===== src/rtl/fifo_stream_reader_if.sv =====
// Handshake bundle between fifo_stream_reader, its paired sync_fifo read port and the downstream stream sink.
// master = the reader, slave = the environment (FIFO read side plus stream consumer).
interface fifo_stream_reader_if #(
    parameter int WIDTH = 64
);
    logic             fifo_rd_en;
    logic [WIDTH-1:0] fifo_rd_data;
    logic             fifo_empty;
    logic             out_valid;
    logic             out_ready;
    logic [WIDTH-1:0] out_data;
    logic [1:0]       buf_count;

    modport master (
        output fifo_rd_en,
        input  fifo_rd_data,
        input  fifo_empty,
        output out_valid,
        input  out_ready,
        output out_data,
        output buf_count
    );

    modport slave (
        input  fifo_rd_en,
        output fifo_rd_data,
        output fifo_empty,
        input  out_valid,
        output out_ready,
        input  out_data,
        input  buf_count
    );
endinterface


===== src/rtl/fifo_stream_reader.sv =====
// Drain engine for a registered-read sync_fifo: issues rd_en, lands returning words in a 2-entry skid buffer
// and presents them as a valid/ready stream. Define FIFO_STREAM_RD_STATS_EN to add beat/stall counters.
module fifo_stream_reader #(
    parameter int WIDTH = 64,
    parameter int CNT_W = 32
) (
    input  logic                 clk,
    input  logic                 rst_n,
    input  logic                 clr,
`ifdef FIFO_STREAM_RD_STATS_EN
    output logic [CNT_W-1:0]     stat_beats,
    output logic [CNT_W-1:0]     stat_stalls,
`endif
    fifo_stream_reader_if.master bus
);

    logic [WIDTH-1:0] buf_q [2];
    logic [WIDTH-1:0] buf_d [2];
    logic [1:0]       count_q, count_d;
    logic             inflight_q, inflight_d;
    logic             head_q, head_d;

    logic             bypass;
    logic             out_valid;
    logic             pop;
    logic             pop_buf;
    logic             enq;
    logic             tail;
    logic             rd_en;
    logic [2:0]       occ_after;

    // A word arriving into an empty buffer is presented straight from the FIFO read register.
    always_comb begin
        bypass    = (count_q == 2'd0) & inflight_q;
        out_valid = (count_q != 2'd0) | inflight_q;
        pop       = out_valid & bus.out_ready;
        pop_buf   = pop & (count_q != 2'd0);
        enq       = inflight_q & ~(pop & bypass);
        tail      = head_q ^ count_q[0];
        occ_after = {1'b0, count_q} + {2'b00, inflight_q} - {2'b00, pop};
        rd_en     = rst_n & ~clr & ~bus.fifo_empty & (occ_after < 3'd2);
    end

    always_comb begin
        buf_d[0]   = buf_q[0];
        buf_d[1]   = buf_q[1];
        count_d    = count_q;
        inflight_d = inflight_q;
        head_d     = head_q;
        if (clr) begin
            count_d    = 2'd0;
            inflight_d = 1'b0;
            head_d     = 1'b0;
        end else begin
            inflight_d = rd_en;
            if (enq) begin
                buf_d[tail] = bus.fifo_rd_data;
            end
            head_d  = head_q ^ pop_buf;
            count_d = count_q + {1'b0, enq} - {1'b0, pop_buf};
        end
    end

    always_ff @(posedge clk or negedge rst_n) begin
        if (!rst_n) begin
            buf_q[0]   <= '0;
            buf_q[1]   <= '0;
            count_q    <= 2'd0;
            inflight_q <= 1'b0;
            head_q     <= 1'b0;
        end else begin
            buf_q[0]   <= buf_d[0];
            buf_q[1]   <= buf_d[1];
            count_q    <= count_d;
            inflight_q <= inflight_d;
            head_q     <= head_d;
        end
    end

    assign bus.fifo_rd_en = rd_en;
    assign bus.out_valid  = out_valid;
    assign bus.out_data   = bypass ? bus.fifo_rd_data : buf_q[head_q];
    assign bus.buf_count  = count_q;

`ifdef FIFO_STREAM_RD_STATS_EN
    logic [CNT_W-1:0] beats_q, beats_d;
    logic [CNT_W-1:0] stalls_q, stalls_d;

    // Counters survive clr on purpose; only rst_n zeroes them.
    always_comb begin
        beats_d  = beats_q + {{(CNT_W-1){1'b0}}, pop};
        stalls_d = stalls_q + {{(CNT_W-1){1'b0}}, out_valid & ~bus.out_ready};
    end

    always_ff @(posedge clk or negedge rst_n) begin
        if (!rst_n) begin
            beats_q  <= '0;
            stalls_q <= '0;
        end else begin
            beats_q  <= beats_d;
            stalls_q <= stalls_d;
        end
    end

    assign stat_beats  = beats_q;
    assign stat_stalls = stalls_q;
`else
    if (CNT_W < 1) begin : g_no_stats
    end
`endif

endmodule

===== src/flat_wrapper.sv =====
// flat-port wrapper written by rule: the top's interface ports become plain ports
module fifo_stream_reader_flat 
#(
    parameter int WIDTH = 64,
    parameter int CNT_W = 32
)
  (clk, rst_n, clr, bus_fifo_rd_en, bus_fifo_rd_data, bus_fifo_empty, bus_out_valid, bus_out_ready, bus_out_data, bus_buf_count);
  fifo_stream_reader_if #(.WIDTH(WIDTH)) bus_i ();
  input  logic clk;
  input  logic rst_n;
  input  logic clr;
  output wire logic [$bits(bus_i.fifo_rd_en)-1:0] bus_fifo_rd_en;
  input wire logic [$bits(bus_i.fifo_rd_data)-1:0] bus_fifo_rd_data;
  input wire logic [$bits(bus_i.fifo_empty)-1:0] bus_fifo_empty;
  output wire logic [$bits(bus_i.out_valid)-1:0] bus_out_valid;
  input wire logic [$bits(bus_i.out_ready)-1:0] bus_out_ready;
  output wire logic [$bits(bus_i.out_data)-1:0] bus_out_data;
  output wire logic [$bits(bus_i.buf_count)-1:0] bus_buf_count;
  assign bus_fifo_rd_en = bus_i.fifo_rd_en;
  assign bus_i.fifo_rd_data = bus_fifo_rd_data;
  assign bus_i.fifo_empty = bus_fifo_empty;
  assign bus_out_valid = bus_i.out_valid;
  assign bus_i.out_ready = bus_out_ready;
  assign bus_out_data = bus_i.out_data;
  assign bus_buf_count = bus_i.buf_count;
  fifo_stream_reader #(.WIDTH(WIDTH), .CNT_W(CNT_W)) u_core (.clk(clk), .rst_n(rst_n), .clr(clr), .bus(bus_i));
endmodule

===== config.mk =====
export PLATFORM = sky130hd
export DESIGN_NAME = fifo_stream_reader_flat
export DESIGN_NICKNAME = d
export VERILOG_FILES = /design/src/rtl/fifo_stream_reader_if.sv /design/src/rtl/fifo_stream_reader.sv /design/src/flat_wrapper.sv
export SDC_FILE = /design/constraint.sdc
export NUM_CORES = 1
export LEC_CHECK = 0
export CAP_MARGIN = 25
export CORE_ASPECT_RATIO = 1.2
export CORE_MARGIN = 5
export CORE_UTILIZATION = 56
export DETAILED_ROUTE_END_ITERATION = 8
export PLACE_DENSITY = 0.86
export SLEW_MARGIN = 20
export SYNTH_ARGS = -nofsm -noshare
export SYNTH_HDL_FRONTEND = slang
export SYNTH_SLANG_ARGS = --single-unit

===== constraint.sdc =====
create_clock -name clk -period 5.5 [get_ports clk]
set_clock_uncertainty 0.2 [all_clocks]
set_input_delay 1.375 -clock clk [delete_from_list [all_inputs] [get_ports clk]]
set_output_delay 1.375 -clock clk [all_outputs]
set_load 0.005 [all_outputs]

After elaboration in Yosys (flattened, before gate mapping)
Index checks and enable logic that the tools add are counted.
{"block": "classes", "addsub": 4, "magnitude_cmp": 4, "n_mux": 10, "bitwise": 16, "reduce_logical": 4}
{"operator": "$mux W64", "count": 5}
{"operator": "$bwmux W128", "count": 1}
{"operator": "$demux W64 S1", "count": 1}
{"operator": "$and A1 B1 Y1", "count": 8}
{"operator": "$ge A2 B2 Y1 const B", "count": 2}
{"operator": "$not A1 Y2", "count": 2}
{"operator": "$add A2 B1 Y3", "count": 1}
{"operator": "$lt A3 B2 Y1 const B", "count": 1}
{"operator": "$not A1 Y1", "count": 3}
{"operator": "$sub A3 B1 Y3", "count": 1}
{"operator": "$add A2 B1 Y2", "count": 1}
{"operator": "$logic_not A2 Y1", "count": 1}
{"operator": "$lt A2 B1 Y1 const B", "count": 1}
{"operator": "$mux W1", "count": 2}
{"operator": "$mux W2", "count": 1}
{"operator": "$reduce_and A2 Y1", "count": 1}
{"operator": "$reduce_bool A2 Y1", "count": 1}
{"operator": "$sub A2 B1 Y2", "count": 1}
{"operator": "$xor A1 B1 Y1", "count": 2}
{"operator": "$logic_and A1 B1 Y1", "count": 1}
{"operator": "$or A1 B1 Y1", "count": 1}
{"block": "totals", "regBits": 132, "output_inout_bits": 68}

Longest topological paths before layout
Gate-level depths: netlist of run 1.
{"block": "depth", "ltp_word": 9, "mapped_depth": 8, "ltp_nobuf": 7}

Worst setup path before layout of run 1
No wires, ideal clock.
{"block": "synth_timing", "path_kind": "in2out", "startpoint": "input bus_out_ready", "endpoint": "output bus_fifo_rd_en", "t_arrival_ns": 2.607, "slack_ns": 1.318, "stages": 6, "n_path_buf": 0, "path_cell_list": "and2_1 ha_1 nand2b_1 fa_1 nand4bb_1 nor2_1"}
{"block": "synth_via", "elab_chain_cells": 4}
{"element": "start, declared", "line": "flat_wrapper.sv:16", "rtl": "input wire logic [$bits(bus_i.out_ready)-1:0] bus_out_ready;"}
{"element": "$and A1 B1 Y1", "line": "fifo_stream_reader.sv:36", "rtl": "pop = out_valid & bus.out_ready;"}
{"element": "$sub A3 B1 Y3", "line": "fifo_stream_reader.sv:40", "rtl": "occ_after = {1'b0, count_q} + {2'b00, inflight_q} - {2'b00, pop};"}
{"element": "$lt A3 B2 Y1", "line": "fifo_stream_reader.sv:41", "rtl": "rd_en = rst_n & ~clr & ~bus.fifo_empty & (occ_after < 3'd2);"}
{"element": "$and A1 B1 Y1", "line": "fifo_stream_reader.sv:41"}
{"element": "end, declared", "line": "flat_wrapper.sv:12", "rtl": "output wire logic [$bits(bus_i.fifo_rd_en)-1:0] bus_fifo_rd_en;"}
No other way between the ends.

Final worst setup path of run 1
Ends and elaborated chain as after synthesis.

==> flow_summary_export.csv, run 1 <==
group,metric,value,unit
outcome,status,"finished clean",
power_and_ir_drop,leakage,3.70,nW
cts,cts.clk_slew.worst_paths,0.06,ns
grt,grt_pass1_wl,24.3,mm
yosys,ys_ff_latch,132,
final_layout,n_fill_cell,759,
final_layout,final_core_util,0.752,
cts,postCtsSetupRepairBufs,0,
yosys,syn_nets,589,
hold_path,hold_class,"flip-flop to flip-flop",
worst_setup_path,timing.rr.end,"u_core.buf_q[65]$_DFFE_PN0P_",
yosys,synth_edf_count,0,
hold_path,holdCritStartpoint,"u_core.buf_q[37]$_DFFE_PN0P_",
placed_design,io_buffers,136,
yosys,synth_ff_type,"dfrtp_1",
yosys,ys_types,29,
final_layout,antenna_cells,0,
worst_setup_path,critical_path_class,"input port to output pin",
routing,wirelength,14.8,mm
grt,grt_start_max_net_pins,73,
routing,viasPerCell,5.44,
final_layout,stdcell_count,815,
floorplanning,placementRows,43,
cts,clk_latency,0.40,ns
sta,setup_ws,0.272,ns
sta,final_hold_viol_count,0,
final_layout,multi_input_area,3130,sq um
placed_design,gp_congestion,0.733,
placed_design,dpl.hpwl,9.51,mm
worst_setup_path,crit_required,3.92,ns
worst_setup_path,ff2ff_setup_slack,2.62,ns
yosys,synth_most_common_cell,"dfrtp_1",
yosys,syn_avg_cell_area,12.9,sq um
worst_setup_path,r2r_cells,4,
final_layout,seq_area,3310,sq um
cts,cts_hold_buf,0,
floorplanning,core,11600,sq um
sta,period_needed,5.23,ns
routing,drt_iter0_drc,245,
worst_setup_path,end_kind,"output pin",
power_and_ir_drop,finalPower,4.96,mW
yosys,yosysTopAreaCell,"dfrtp_1",
worst_setup_path,worstPathMaxFanout,3,
job,maxCapViolations,0,
sta,final.period_utilization,0.951,
routing,routedWlPerCell,18.1,um
routing,drt_drc_violations_left,0,
routing,wl_met3,858,um
grt,grtUsageTotal,0.219,
floorplanning,boundaryPins,137,
power_and_ir_drop,pwr-share-seq,0.353,
routing,wl_met2,7.47,mm
placed_design,post_dp_cell_area,8070,sq um
yosys,yosysWarnings,0,
cts,numCtsBuffers,17,
yosys,synth_area_leaders,"dfrtp_1 50%, mux2_4 14%, mux2_2 11%",
sta,tightest_slew,1.03,ns
power_and_ir_drop,p_per_area,570,nW/um^2
final_layout,area_delta_synth_final,31.1,%
power_and_ir_drop,switching_share,0.289,
cts,cts_tree,"built",
sta,maxSlewViolCount,0,
cts,post_cts_resized,0,
yosys,syn_inst,516,
cts,clkSinkCount,132,
final_layout,drive_gt1_frac,0.254,
power_and_ir_drop,power.internal,3.52,mW
yosys,seq_area_frac_synth,0.498,
sta,whs,0.284,ns
hold_path,holdPathEnd,"u_core.buf_q[37]$_DFFE_PN0P_",
routing,dr.max_layer_used,"met4",
grt,grt-ovfl-total,0,
routing,drtAntennaViolNets,0,
routing,drt_pass1_iterations,4,
routing,wl_met1,6.26,mm
worst_setup_path,worst_ep_arrival_time,3.65,ns
power_and_ir_drop,peakVddDrop,0.333,mV
placed_design,pre_cts_slack,0.282,ns
sta,fmax,0.191,GHz
yosys,yosys-top-cells-count,"132 x dfrtp_1, 64 x mux2i_1, 64 x nand2_1, 64 x o21ai_0, 63 x mux2_2",
cts,clk_path_buf_depth,2,
worst_setup_path,cp-start-kind,"input port",
floorplanning,die-area,14100,sq um
cts,cts-root-buf,"clkbuf_16",
floorplanning,die_y,129,um
yosys,synth_area,6630,sq um
power_and_ir_drop,combPwrFrac,0.406,
routing,vias,4434,
yosys,synth_top_area_share,0.498,
final_layout,final_area,8700,sq um
worst_setup_path,r2r_start,"u_core.head_q$_DFF_PN0_",
placed_design,place_inst,783,
floorplanning,start_util,0.573,
power_and_ir_drop,p_sw,1.43,mW
floorplanning,die_w,109,um
final_layout,nets,718,
sta,slew_headroom,0.316,
yosys,synthArstFlopShare,1.00,
sta,tns,0,ns
cts,htreeDepth,4,
sta,finalSetupViolations,0,
power_and_ir_drop,pwr-share-clk,0.240,
grt,grt_pass1_vias,4866,
grt,antenna_found_initial,0,
sta,rsz0062_at_grt,"no",
hold_path,hold_depth,1,
## area by class of cell
class | instances | area share
clock buffers | 23 | 0.0550
clock inverters | 9 | 0.0173
inverters | 2 | 0.000863
multi-input cells | 347 | 0.360
flip-flops and latches | 132 | 0.380
well taps | 157 | 0.0226
repair buffers | 145 | 0.164
## cells in the final DEF (no fill, tap or decap)
master	n
clkdlybuf4s50_1	135
nand3b_1	1
clkbuf_8	3
fa_1	1
bufinv_16	4
or3_1	1
nand4bb_1	1
nand2_1	64
xnor2_1	2
nand4b_1	1
dfrtp_1	131
and2_1	1
o41ai_4	1
ha_1	3
o32ai_4	1
clkbuf_1	3
xor2_1	2
mux2_2	63
a21boi_0	1
nor3b_2	1
nor2b_1	1
mux2_1	5
inv_1	2
clkinvlp_4	2
mux2_4	60
nor2b_2	1
dfrtp_4	1
nand2b_1	3
nor2_1	4
buf_4	10
clkbuf_16	17
o21a_1	1
clkinv_2	3
o21ai_0	64
mux2i_1	64
## critical path: stages
cell and delay (ns):
clkdlybuf4s50_1 0.43, and2_1 0.15, ha_1 0.26, nand2b_1 0.15, fa_1 0.49, nand4bb_1 0.13
nor2_1 0.15, clkdlybuf4s50_1 0.52
## power groups by stage
stage | combinational (mW) | clock, mW | sequential [mW]
2_1_floorplan | 1.18 | 0 | 1.58
3_3_place_gp | 1.97 | 0 | 1.71
3_5_place_dp | 2.02 | 0 | 1.75
4_1_cts | 2.04 | 1.21 | 1.75
5_1_grt | 2.18 | 1.26 | 1.80
6_report | 2.01 | 1.19 | 1.75
## how the worst max path moves through the flow
| stage | start | endpoint | slack [ns] | cells past startpoint |
|---|---|---|---|---|
| CTS | bus_out_ready | bus_fifo_rd_en | 0.28 | 8 |
| floorplan | bus_out_ready | bus_fifo_rd_en | 1.32 | 6 |
| global route | bus_out_ready | bus_fifo_rd_en | 0.18 | 8 |
| detailed placement | bus_out_ready | bus_fifo_rd_en | 0.28 | 8 |
| global placement | bus_out_ready | bus_fifo_rd_en | 0.37 | 8 |
| finish | bus_out_ready | bus_fifo_rd_en | 0.27 | 8 |
## metal layers
layer,track usage,up-vias
li1,-,2075
met1,0.275,2217
met2,0.361,124
met3,0.0638,18
met4,0.0785,0
met5,0,-
## cells by family after synthesis
logic type	synth area share
mux	0.348
flops	0.498
simple gates	0.0507
compound gates	0.0589
buf+inv	0.0306
xor+xnor	0.00528
fa+ha+maj	0.00868
## state kept, by name (all words and copies together), names as in the netlist
name / cells
u_core.buf_q: 128
u_core.bus.buf_count: 2
u_core.head_q: 1
u_core.inflight_q: 1
Note: power is estimated with default switching activity, not from simulation.
==> inputs of run 2 (changes only) <==
CORE_UTILIZATION = 52   (was 56)
PLACE_DENSITY = 0.81   (was 0.86)
clock period = 4.86 ns   (was 5.5 ns; I/O delays follow)
==> run 2 against run 1 <==
Final area grew 0.35%. Register-to-register slack lost 0.29 ns. Global-route usage shrank 2.7 points. Clock power grew 10%. Critical path depth is the same. Hold slack gained 0.0079 ns. Setup slack lost 0.0086 ns.
==> flow_summary_export.csv, run 2 (synthesis results as in run 1) <==
group,metric,value,unit
outcome,status,"finished clean",
worst_setup_path,worst_ep_arrival_time,3.18,ns
sta,final.period_utilization,0.946,
floorplanning,die_y,134,um
worst_setup_path,timing.rr.end,"u_core.inflight_q$_DFF_PN0_",
final_layout,antenna_cells,0,
routing,wl_met2,7.03,mm
worst_setup_path,critical-path-max-stage-delay,0.48,ns
sta,finalSetupViolations,0,
cts,clk_path_buf_depth,2,
floorplanning,die_w,113,um
worst_setup_path,cp-start-kind,"input port",
routing,drt_pass1_iterations,5,
cts,cts-root-buf,"clkbuf_16",
placed_design,gp_congestion,0.754,
worst_setup_path,crit_chain,"clkdlybuf4s50_1 > and2_1 > ha_1 > nand2b_1 > fa_1 > nand4bb_1 > nor2_1 > dlygate4sd2_1",
hold_path,hold_class,"flip-flop to flip-flop",
hold_path,holdPathEnd,"u_core.buf_q[36]$_DFFE_PN0P_",
sta,fmax,0.218,GHz
placed_design,dpl.hpwl,8.91,mm
sta,rsz0062_at_grt,"no",
floorplanning,start_util,0.528,
routing,dr.max_layer_used,"met4",
routing,drt_iter0_drc,204,
worst_setup_path,ff2ff_setup_slack,2.33,ns
floorplanning,placementRows,45,
final_layout,layout_commonest_cell,"clkdlybuf4s50_1",
grt,grt_pass1_vias,4721,
cts,htreeDepth,4,
floorplanning,core,12600,sq um
power_and_ir_drop,finalPower,5.57,mW
worst_setup_path,end_kind,"output pin",
final_layout,area_delta_synth_final,31.6,%
worst_setup_path,worstPathMaxFanout,3,
grt,grtUsageTotal,0.192,
sta,maxSlewViolCount,0,
final_layout,largest_register_ffs,128,
final_layout,nets,716,
cts,cts_tree,"built",
job,maxCapViolations,0,
sta,final_hold_viol_count,0,
placed_design,io_buffers,136,
grt,grt-ovfl-total,0,
floorplanning,boundaryPins,137,
final_layout,drive_gt1_frac,0.256,
routing,routedWlPerCell,17.6,um
routing,viasPerCell,5.35,
power_and_ir_drop,p_per_area,639,nW/um^2
final_layout,largest_register,"u_core.buf_q",
hold_path,hold_depth,1,
cts,cts.clk_slew.worst_paths,0.06,ns
grt,antenna_found_initial,0,
cts,postCtsSetupRepairBufs,0,
routing,drt_drc_violations_left,0,
floorplanning,die-area,15100,sq um
cts,clkSinkCount,132,
worst_setup_path,crit_required,3.44,ns
routing,wl_met3,736,um
sta,tightest_slew,0.845,ns
grt,grt_pass1_wl,23.5,mm
worst_setup_path,critical_path_class,"input port to output pin",
worst_setup_path,r2r_start,"u_core.bus.buf_count[0]$_DFF_PN0_",
routing,vias,4390,
sta,tns,0,ns
power_and_ir_drop,leakage,3.70,nW
sta,period_needed,4.60,ns
power_and_ir_drop,peakVddDrop,0.325,mV
routing,drtAntennaViolNets,0,
grt,grt_start_max_net_pins,129,
hold_path,holdCritStartpoint,"u_core.buf_q[36]$_DFFE_PN0P_",
worst_setup_path,crit_start,"bus_out_ready",
final_layout,mostFrequentLayoutCells,"134 x clkdlybuf4s50_1, 131 x dfrtp_1, 64 x mux2i_1, 64 x nand2_1, 64 x o21ai_0",
cts,clk_latency,0.41,ns
sta,slew_headroom,0.437,
worst_setup_path,crit_path_top_delay_cell,"fa_1",
cts,numCtsBuffers,17,
worst_setup_path,r2r_cells,7,
routing,wl_met1,6.43,mm
routing,wirelength,14.4,mm
## run 2: cell types whose count changed in the layout (fill, tap and decap cells not counted), sizes merged
cell / delta
buf: -2
bufinv: -2
clkbuf: -6
clkdlybuf4s50: -1
clkinv: -2
clkinvlp: -1
dlygate4sd2: +1
inv: +11
## run 2: layout make-up
type	instances	area [sq um]
clock buffers	17	425
multi-input cells	347	3130
inverters	2	7.51
fillers	878	3830
flip-flops and latches	132	3310
clock inverters	15	183
well taps	164	205
repair buffers	143	1470
## run 2: how the worst max path moves through the flow
stage                           to  slack (ns)  cells past startpoint
floorplan           bus_fifo_rd_en         1.0                      6
global placement    bus_fifo_rd_en        0.03                      8
detailed placement  bus_fifo_rd_en       -0.02                      8
CTS                 bus_fifo_rd_en        0.24                      8
global route        bus_fifo_rd_en        0.17                      8
finish              bus_fifo_rd_en        0.26                      8
## run 2: stage by stage
step | worst slack, ns | instance area (sq um) | hold WS (ns) | util | std cells
2_1_floorplan | 0.998 | 6630 | 0.258 | - | 516
3_5_place_dp | -0.0185 | 8090 | 0.279 | 0.645 | 787
6_report | 0.263 | 8730 | 0.292 | 0.695 | 820
4_1_cts | 0.245 | 8700 | 0.294 | 0.693 | 819
5_1_grt | 0.165 | 8730 | 0.309 | 0.695 | 820
3_3_place_gp | 0.0340 | 8090 | 0.266 | 0.645 | 787
## run 2: where the power goes
| part | switching, mW | internal (mW) |
|---|---|---|
| Sequential | 0.324 | 1.59 |
| Combinational | 0.833 | 1.51 |
| Clock | 0.533 | 0.781 |
## run 2: repair_timing
action | CTS | global route
hold buffers | 0 | 0
resized for setup | 1 | 0
setup endpoints to repair | 1 | 0
## run 2: layer usage
metal	track usage	vias to the layer above
li1	-	2073
met1	0.247	2192
met2	0.312	107
met3	0.0600	18
met4	0.0601	0
met5	0	-
## run 2: worst max-delay path, delay by kind of cell
family	cells	cell delay [ns]
adders and majority gates	2	0.74
buffers and inverters	2	0.68
and+or+nand+nor	4	0.55
